[config.mk]
export PLATFORM = sky130hd
export DESIGN_NAME = if_fetch_unit
export DESIGN_NICKNAME = d
export VERILOG_FILES = /design/src/rtl/if_fetch_unit.sv
export SDC_FILE = /design/constraint.sdc
export NUM_CORES = 1
export LEC_CHECK = 0
export CAP_MARGIN = 0
export CORE_ASPECT_RATIO = 0.9
export CORE_MARGIN = 4
export CORE_UTILIZATION = 50
export DETAILED_ROUTE_END_ITERATION = 8
export PLACE_DENSITY = 0.87
export SETUP_SLACK_MARGIN = 0.3
export SKIP_LAST_GASP = 1
export SLEW_MARGIN = 10
export SYNTH_ARGS = -nofsm -noshare
export SYNTH_HDL_FRONTEND = slang
export SYNTH_SLANG_ARGS = --single-unit
[constraint.sdc]
create_clock -name clk_if -period 2.7 [get_ports clk_if]
set_input_delay 0.54 -clock clk_if [delete_from_list [all_inputs] [get_ports clk_if]]
set_output_delay 0.54 -clock clk_if [all_outputs]
set_load 0.005 [all_outputs]
[src/rtl/if_fetch_unit.sv]
// Instruction-fetch front end: owns the PC, hides the 1-cycle memory read latency, and hands {pc, inst} to IF/ID.
// Optional build macro IF_MISALIGN_EN adds id_misalign, which flags instructions reached by a misaligned redirect.
module if_fetch_unit #(
    parameter int          ADDR_W   = 6,
    parameter logic [31:0] RESET_PC = 32'h0000_0000
) (
    input  logic              clk_if,
    input  logic              rst_n,
    output logic [ADDR_W-1:0] im_addr,
    input  logic [31:0]       im_inst,
    input  logic              redirect_valid,
    input  logic [31:0]       redirect_pc,
    input  logic              id_ready,
    output logic              id_valid,
    output logic [31:0]       id_pc,
    output logic [31:0]       id_inst
`ifdef IF_MISALIGN_EN
    ,
    output logic              id_misalign
`endif
);

    typedef enum logic {
        RUN  = 1'b0,
        HOLD = 1'b1
    } state_t;

    state_t      state_r, state_s;
    logic [31:0] pc_r, pc_s;
    logic [31:0] f_pc_r, f_pc_s;
    logic        f_valid_r, f_valid_s;
    logic [31:0] hold_inst_r, hold_inst_s;
    logic        advance_s;
    logic [31:0] pc_plus4_s;
    logic        fetch_s;

    assign advance_s  = !f_valid_r || id_ready;
    assign pc_plus4_s = pc_r + 32'd4;
    assign im_addr    = pc_r[ADDR_W+1:2];

    // Combinational presentation; a redirect kills the current output in the same cycle.
    always_comb begin
        id_valid = f_valid_r && !redirect_valid;
        if (id_valid) begin
            id_pc   = f_pc_r;
            id_inst = (state_r == HOLD) ? hold_inst_r : im_inst;
        end else begin
            id_pc   = 32'd0;
            id_inst = 32'd0;
        end
    end

    // Next-state logic; redirect overrides everything, including a pending accept.
    always_comb begin
        state_s     = state_r;
        pc_s        = pc_r;
        f_pc_s      = f_pc_r;
        f_valid_s   = f_valid_r;
        hold_inst_s = hold_inst_r;
        fetch_s     = 1'b0;
        if (redirect_valid) begin
            pc_s      = {redirect_pc[31:2], 2'b00};
            f_valid_s = 1'b0;
            state_s   = RUN;
        end else begin
            case (state_r)
                RUN: begin
                    if (advance_s) begin
                        fetch_s = 1'b1;
                    end else begin
                        // Memory data is only valid this cycle; capture it before pc's word overwrites it.
                        hold_inst_s = im_inst;
                        state_s     = HOLD;
                    end
                end
                HOLD: begin
                    if (id_ready) begin
                        fetch_s = 1'b1;
                        state_s = RUN;
                    end else begin
                        state_s = HOLD;
                    end
                end
                default: begin
                    state_s   = RUN;
                    f_valid_s = 1'b0;
                end
            endcase
            if (fetch_s) begin
                f_pc_s    = pc_r;
                f_valid_s = 1'b1;
                pc_s      = pc_plus4_s;
            end else begin
                f_pc_s    = f_pc_s;
            end
        end
    end

    // Fetch pipeline state registers.
    always_ff @(posedge clk_if or negedge rst_n) begin
        if (!rst_n) begin
            state_r     <= RUN;
            pc_r        <= RESET_PC;
            f_pc_r      <= 32'd0;
            f_valid_r   <= 1'b0;
            hold_inst_r <= 32'd0;
        end else begin
            state_r     <= state_s;
            pc_r        <= pc_s;
            f_pc_r      <= f_pc_s;
            f_valid_r   <= f_valid_s;
            hold_inst_r <= hold_inst_s;
        end
    end

`ifdef IF_MISALIGN_EN
    logic pend_mis_r, pend_mis_s;
    logic f_mis_r, f_mis_s;

    // pend_mis belongs to the address in pc; f_mis belongs to the fetch on im_inst.
    always_comb begin
        pend_mis_s = pend_mis_r;
        f_mis_s    = f_mis_r;
        if (redirect_valid) begin
            pend_mis_s = (redirect_pc[1:0] != 2'b00);
            f_mis_s    = 1'b0;
        end else if (fetch_s) begin
            f_mis_s    = pend_mis_r;
            pend_mis_s = 1'b0;
        end else begin
            pend_mis_s = pend_mis_r;
        end
    end

    // Misalignment flag registers.
    always_ff @(posedge clk_if or negedge rst_n) begin
        if (!rst_n) begin
            pend_mis_r <= 1'b0;
            f_mis_r    <= 1'b0;
        end else begin
            pend_mis_r <= pend_mis_s;
            f_mis_r    <= f_mis_s;
        end
    end

    assign id_misalign = id_valid && f_mis_r;
`else
    logic unused_low_bits;
    assign unused_low_bits = ^redirect_pc[1:0];
`endif

endmodule

### After elaboration in Yosys (flattened, before gate mapping)

Cells that the tools add are included.

* $add $sub $neg: 1
* $mul: 0
* divide/modulo/power cells: 0
* order comparisons: 0
* equality and inequality tests: 0
* shift-type cells: 0
* multiplexer cells: 15
* bitwise logic cells: 3
* reduce and logical (&&, ||, !) cells: 7

Operators by type and width (count)
* 32-bit two-way mux: 5
* 32-bit by 3-bit adder with 32-bit output (second input constant): 1
* 1-bit two-way mux: 8
* 1-bit one-hot mux with 2 select lines: 2
* 1-bit inverter: 3
* 3-bit AND reduction: 1
* 1-bit logical NOT: 2
* 2-bit AND reduction: 1
* 2-bit nonzero test: 1
* 1-bit logical AND: 1
* 1-bit logical OR: 1

* register bits after elaboration: 98
* latch bits: 0
* memory bits (writable): 0
* ROM bits: 0
* input bits: 68
* memories kept: 0

### Logic depth before layout (Yosys ltp)

Gate-level depths: netlist (run 1).

* depth in word-level cells: 7
* depth in mapped cells: 7
* mapped depth without buffers: 5

### Worst setup path after synthesis (run 1)

OpenSTA, ideal clock, no wires.

* path type: input -> register
* from: input redirect_valid
* to: register hold_inst_r[10]
* setup time: 125 ps
* arrival: 1749 ps
* data required time: 2575 ps
* path slack: 826 ps
* stages: 5
* buffers on the path: 2
* cell sequence: nand2b_1 -> clkbuf_1 -> nor3_1 -> buf_2 -> mux2_2

* word-level cells in the longest chain between the ends: 2

RTL lines
* start, declared: RTL line 11 `input logic redirect_valid,`
* 1-bit inverter (no line)
* 3-bit AND reduction (no line)
* end signal, assigned: RTL line 112 `hold_inst_r <= hold_inst_s;`
* end, declared: RTL line 32 `logic [31:0] hold_inst_r, hold_inst_s;`

Every way passes these cells.
A chain may end at the register's enable or synchronous reset.

### Worst setup path after layout (run 1)

* from: register state_r
* to: output id_inst[23]

* word-level cells in the longest chain between the ends: 2

RTL lines
* start, declared: RTL line 28 `state_t state_r, state_s;`
* start signal, assigned: RTL line 108 `state_r <= state_s;`
* 32-bit two-way mux: RTL line 46 `id_inst = (state_r == HOLD) ? hold_inst_r : im_inst;`
* 32-bit two-way mux: RTL line 44 `if (id_valid) begin`
* end, declared: RTL line 16 `output logic [31:0] id_inst`

Every way passes these cells.

==> results_dict.tcl, run 1 <==
set metrics [dict create \
    clockBufferDepth 2 \
    drive_gt1_share_pct 18.6 \
    fillers 690 \
    postRouteAntennaNets 0 \
    tightest_slew_ns 0.583 \
    crit_fanout 17 \
    cts_setup_buffers 0 \
    fin_crit_sh_pct 87.3 \
    cts.sinks 94 \
    startpoint "state_r" \
    synthTopCellsByCount "94 x dfrtp_1, 63 x mux2_2, 37 x mux2i_1, 36 x nor2_1, 35 x nand2_1" \
    synth_edf_count 0 \
    combPwrFrac_pct 24.7 \
    critical_path.startpoint_type "register" \
    slowest_delay_ns 0.55 \
    syn-cell-area_sq_um 4860 \
    fin_util_pct 69.9 \
    power.internal_w 0.00258 \
    async_flop_share_pct 100 \
    synth_cell_type_count 42 \
    cts_made_buffers 9 \
    htree_levels 3 \
    core_sq_um 9290 \
    min_period_ns 2.36 \
    finalHoldViolations 0 \
    wl_microns 11500 \
    clk_latency_ns 0.36 \
    drt_iter0_markers 182 \
    avgRoutedWirePerCell_microns 16.6 \
    regArea_sq_um 2350 \
    cp-end-kind "output port" \
    postSynthCellCount 443 \
    rows 33 \
    drcViolationCount 0 \
    grt_pass1_vias 3889 \
    dr.pass1.iters 4 \
    status "finished, final reports clean" \
    p_sw_share_pct 28.4 \
    layout-area-overhead-vs-synth_pct 33.5 \
    diodes 0 \
    p_leak_nw 2.65 \
    max_freq_mhz 424 \
    yosysMostFrequentCell "dfrtp_1" \
    grt_setup_unrepaired "yes" \
    synth.avg_cell_area_sq_um 11.0 \
    dpl.hpwl_microns 8170 \
    cts.clk_slew.worst_paths_ns 0.09 \
    worst-setup-path-type "register to output port" \
    clkPwrFrac_pct 23.5 \
    grtUsageTotal_pct 20.3 \
    ios 139 \
    grt_max_degree 95 \
    setup_viol 0 \
    setup_tns_ns 0 \
    power_switching_w 0.00102 \
    gr-total-overflow 0 \
    synth.area.top_cells "dfrtp_1 48%, mux2_2 15%, mux2i_1 7.6%, and2_1 4.0%, xor2_1 3.1%" \
    yosysSeqAreaShare_pct 48.4 \
    port_buffers 134 \
    crit_slowest_cell "clkdlybuf4s50_1" \
    regToRegStartpoint "state_r" \
    nets 635 \
    antenna_found_initial 0 \
    maxCapViolations 0 \
    clock_skew_ns 0.0118 \
    routabilityCongestion 0.824 \
    num_vias 3700 \
    dieArea_sq_um 11400 \
    critical_path.cell_chain "buf_12 -> mux2i_1 -> nor2_1 -> clkdlybuf4s50_1" \
    start_util_pct 52.4 \
    synthFlopType "dfrtp_1" \
    cp_data_required_time_ns 2.16 \
    seq_power_share_pct 51.8 \
    reg2regPathDepth 5 \
    synth-seq-cells 94 \
    pre_cts_ws_ns 0.223 \
    fin_ws_ns 0.343 \
    ir_worst_vdd_mv 0.354 \
    cp.arrival_ns 1.82 \
    yosys_warnings 0 \
    grt_pass1_wl_microns 18600 \
    multi_input_area_sq_um 2320 \
    slew_headroom_pct 61.1 \
    report.final.slew_viol_count 0 \
    die_h_microns 102 \
    ctsRootBufferMaster "clkbuf_8" \
    powerDensity_nw_per_um2 554 \
    cts_tree "built" \
    synth_top_cell_by_area "dfrtp_1" \
    synth_top_cell_area_share_pct 48.4 \
    via_per_inst 5.34 \
    die_w_microns 112 \
    finalPower_w 0.00360 \
    hp-class "primary input to async pin" \
]
[path summary, 6_finish.rpt]
check                                      end  slack, ns
max in group asynchronous              state_r       2.08
min in group clk_if                 f_pc_r[24]       0.50
worst min-delay path            hold_inst_r[2]       0.20
worst max-delay path               id_inst[23]       0.34
worst min register to register      f_pc_r[24]       0.50
worst max register to register        pc_r[31]       0.73
[cell type report]
cell class / instances / share of cell area, %
Tap cell: 122 / 2.35
Timing Repair Buffer: 146 / 22.8
Clock buffer: 9 / 1.91
Sequential cell: 94 / 36.2
Clock inverter: 7 / 0.771
Inverter: 3 / 0.173
Multi-Input combinational cell: 312 / 35.8
[placed cells by master (no fill, tap or decap), types with 3 or more instances in the layout]
master / Yosys / routed
nor3_1: 7 / 6
and2_1: 31 / 31
and3_1: 3 / 3
buf_4: 9 / 8
nand3_1: 11 / 11
xnor2_1: 5 / 5
inv_1: 3 / 3
mux2_2: 63 / 63
nand2_1: 35 / 35
nor2_1: 36 / 36
clkdlybuf4s50_1: 0 / 130
mux2i_1: 37 / 37
o21ai_0: 19 / 19
nand4_1: 11 / 11
a22oi_1: 4 / 4
clkinvlp_4: 0 / 3
clkbuf_8: 1 / 9
nor2b_1: 6 / 5
dfrtp_1: 94 / 93
xor2_1: 17 / 17
[cell families (layout without fill, tap and decap cells)]
kind of cell    count (synthesis)  in the layout  synth area share (%)
other cells                     1              2                0.0771
fa+ha+maj                       1              1                 0.257
xor+xnor                       22             22                  3.96
simple gates                  156            156                  17.1
mux                           101            101                  22.4
compound gates                 30             30                  3.73
buf+inv                        38            165                  4.06
flops                          94             94                  48.4
[timing repair]
| action | CTS | global route |
|---|---|---|
| hold buffers | 0 | 0 |
| setup endpoints to repair | 0 | 22 |
| endpoints found under the hold margin | 0 | 0 |
| gates resized for setup | 0 | 4 |
[per-layer routing]
| layer | global-route usage, % | share of wire [%] |
|---|---|---|
| met5 | 0 | 0 |
| met4 | 6.93 | 1.9 |
| met3 | 6.21 | 6.6 |
| met2 | 35.2 | 48 |
| met1 | 24.3 | 43 |
[flip-flops by register name, summed over array words and instances, names as in the netlist]
| signal | flops |
|---|---|
| pc_r | 30 |
| f_valid_r | 1 |
| f_pc_r | 30 |
| hold_inst_r | 32 |
| state_r | 1 |
[power by group through the flow]
stage          Clock [W]  Sequential, W  Combinational (W)
4_1_cts         0.000866        0.00187           0.000894
6_report        0.000845        0.00186           0.000887
2_1_floorplan          0        0.00183           0.000516
3_5_place_dp           0        0.00189           0.000889
5_1_grt         0.000929        0.00191           0.000972
3_3_place_gp           0        0.00187           0.000859
[worst max-delay path: cells and delay by family, from the launching register on]
kind	cells	cell delay, ns
flops	1	0.48
simple gates	1	0.12
mux	1	0.12
buf+inv	2	0.74
[through the flow]
stage          hold WS, ns  instances  area [sq um]
2_1_floorplan        0.244        444          4870
3_3_place_gp         0.471        676          6280
3_5_place_dp         0.487        676          6280
4_1_cts              0.242        692          6460
5_1_grt              0.245        693          6490
6_report             0.203        693          6490
Power figures use the tool's default switching activity.
==> run 2, diff against run 1 <==
Settings changed: CORE_MARGIN 4 to 2, GPL_ROUTABILITY_DRIVEN from default to 0.
==> run 2 against run 1 <==
  * Sequential share of layout area is 0.71 points lower
  * Setup slack better by 0.020 ns
  * Critical path type unchanged
  * Via count is 1.0% higher
  * Sequential cell count stayed put
  * Clock skew is 0.0014 ns higher
  * Sequential power hardly changed
==> results_dict.tcl, run 2 (synthesis gave the netlist of run 1 again) <==
set metrics [dict create \
    reg.largest.list "hold_inst_r (32), f_pc_r (30), pc_r (30)" \
    finalHoldViolations 0 \
    clockBufferDepth 2 \
    htree_levels 3 \
    wl_microns 11200 \
    num_vias 3737 \
    tightest_slew_ns 0.574 \
    cp_top_family "buffers and inverters" \
    dpl.hpwl_microns 8060 \
    min_period_ns 2.34 \
    worst-setup-path-type "register to output port" \
    gr-total-overflow 0 \
    status "finished, final reports clean" \
    crit_fanout 12 \
    powerDensity_nw_per_um2 589 \
    grt_setup_unrepaired "yes" \
    cts.clk_slew.worst_paths_ns 0.09 \
    core_sq_um 9570 \
    setup_viol 0 \
    die_w_microns 108 \
    ctsRootBufferMaster "clkbuf_8" \
    top_register "hold_inst_r" \
    p_leak_nw 2.99 \
    crit_slowest_cell "dfrtp_4" \
    maxCapViolations 0 \
    crit_buf_inv 2 \
    hp-class "primary input to async pin" \
    cp.arrival_ns 1.80 \
    ios 139 \
    die_h_microns 97.6 \
    setup_tns_ns 0 \
    rows 34 \
    drt_iter0_markers 180 \
    cts.sinks 94 \
    clock_skew_ns 0.0131 \
    avgRoutedWirePerCell_microns 16.0 \
    nets 638 \
    final_common_cell "clkdlybuf4s50_1" \
    layout-area-overhead-vs-synth_pct 36.4 \
    critical_path.cell_chain "buf_12 -> mux2i_1 -> nor2_1 -> clkdlybuf4s50_1" \
    drive_gt1_share_pct 19.0 \
    report.final.slew_viol_count 0 \
    fillers 711 \
    max_freq_mhz 428 \
    regToRegStartpoint "state_r" \
    cts_tree "built" \
    fin_crit_sh_pct 86.5 \
    start_util_pct 50.8 \
    via_per_inst 5.33 \
    fin_ws_ns 0.363 \
    cp-end-kind "output port" \
    largest_register_ffs 32 \
    postRouteAntennaNets 0 \
    pre_cts_ws_ns 0.303 \
    drcViolationCount 0 \
    final_cell_mix "113 x clkdlybuf4s50_1, 93 x dfrtp_1, 63 x mux2_2" \
    grtUsageTotal_pct 22.1 \
    grt_pass1_wl_microns 18600 \
    antenna_found_initial 1 \
    port_buffers 134 \
    grt_max_degree 68 \
    clk_latency_ns 0.36 \
    fin_util_pct 69.3 \
    slowest_delay_ns 0.54 \
    grt_pass1_vias 3855 \
    slew_headroom_pct 61.7 \
    cts_made_buffers 9 \
    startpoint "state_r" \
    ir_worst_vdd_mv 0.404 \
    dr.pass1.iters 4 \
    cp_data_required_time_ns 2.16 \
    critical_path.startpoint_type "register" \
    dieArea_sq_um 10500 \
]
run 2: cell types whose count changed in the layout (fill, tap and decap cells not counted), sizes merged:
cell	delta
buf	+4
bufinv	+3
clkdlybuf4s50	-17
clkinv	-2
clkinvlp	-3
diode	+1
dlymetal6s2s	+17
inv	+1
run 2: worst paths after layout:
kind / cells past startpoint / slack [ns] / endpoint
max: 4 / 0.36 / id_inst[17]
min: 1 / 0.15 / hold_inst_r[8]
max reg2reg: 6 / 0.61 / pc_r[31]
min reg2reg: 1 / 0.50 / hold_inst_r[6]
max in group asynchronous: 2 / 1.78 / state_r
min in group clk_if: 1 / 0.50 / hold_inst_r[6]
run 2: through the flow:
stage / hold slack [ns] / area [sq um] / total power [W] / std cells
2_1_floorplan: 0.244 / 4870 / 0.00235 / 444
3_3_place_gp: 0.470 / 6290 / 0.00272 / 682
3_5_place_dp: 0.485 / 6290 / 0.00278 / 682
4_1_cts: 0.151 / 6580 / 0.00395 / 700
5_1_grt: 0.180 / 6630 / 0.00412 / 700
6_report: 0.151 / 6630 / 0.00391 / 701
run 2: power breakdown:
part           switching (W)  leakage (nW)  internal (W)
logic               0.000328          1.74      0.000551
registers           0.000184          1.12       0.00168
clock network       0.000509         0.127      0.000649
total                0.00102          2.99       0.00289
run 2: final cells by class:
type                    count  area (sq um)  share of cell area (%)
diodes                      1          2.50                  0.0377
clock inverters             6           116                    1.75
flip-flops and latches     94          2360                    35.5
inverters                   3          11.3                   0.170
multi-input cells         312          2320                    35.1
well taps                 126           158                    2.38
clock buffers              10           138                    2.08
repair buffers            149          1530                    23.0
run 2: what timing repair did:
action / CTS / global route
setup endpoints to repair: 24 / 29
buffers inserted: 2 / 0
pin swaps: 0 / 1
hold buffers: 0 / 0
resized for setup: 1 / 21
run 2: per-layer routing:
metal	track usage, %	routed length, microns	vias up
met5	0	11	-
met4	6.02	117	2
met3	4.49	647	15
met2	37.8	5640	107
met1	28.5	4830	1848
li1	-	-	1765
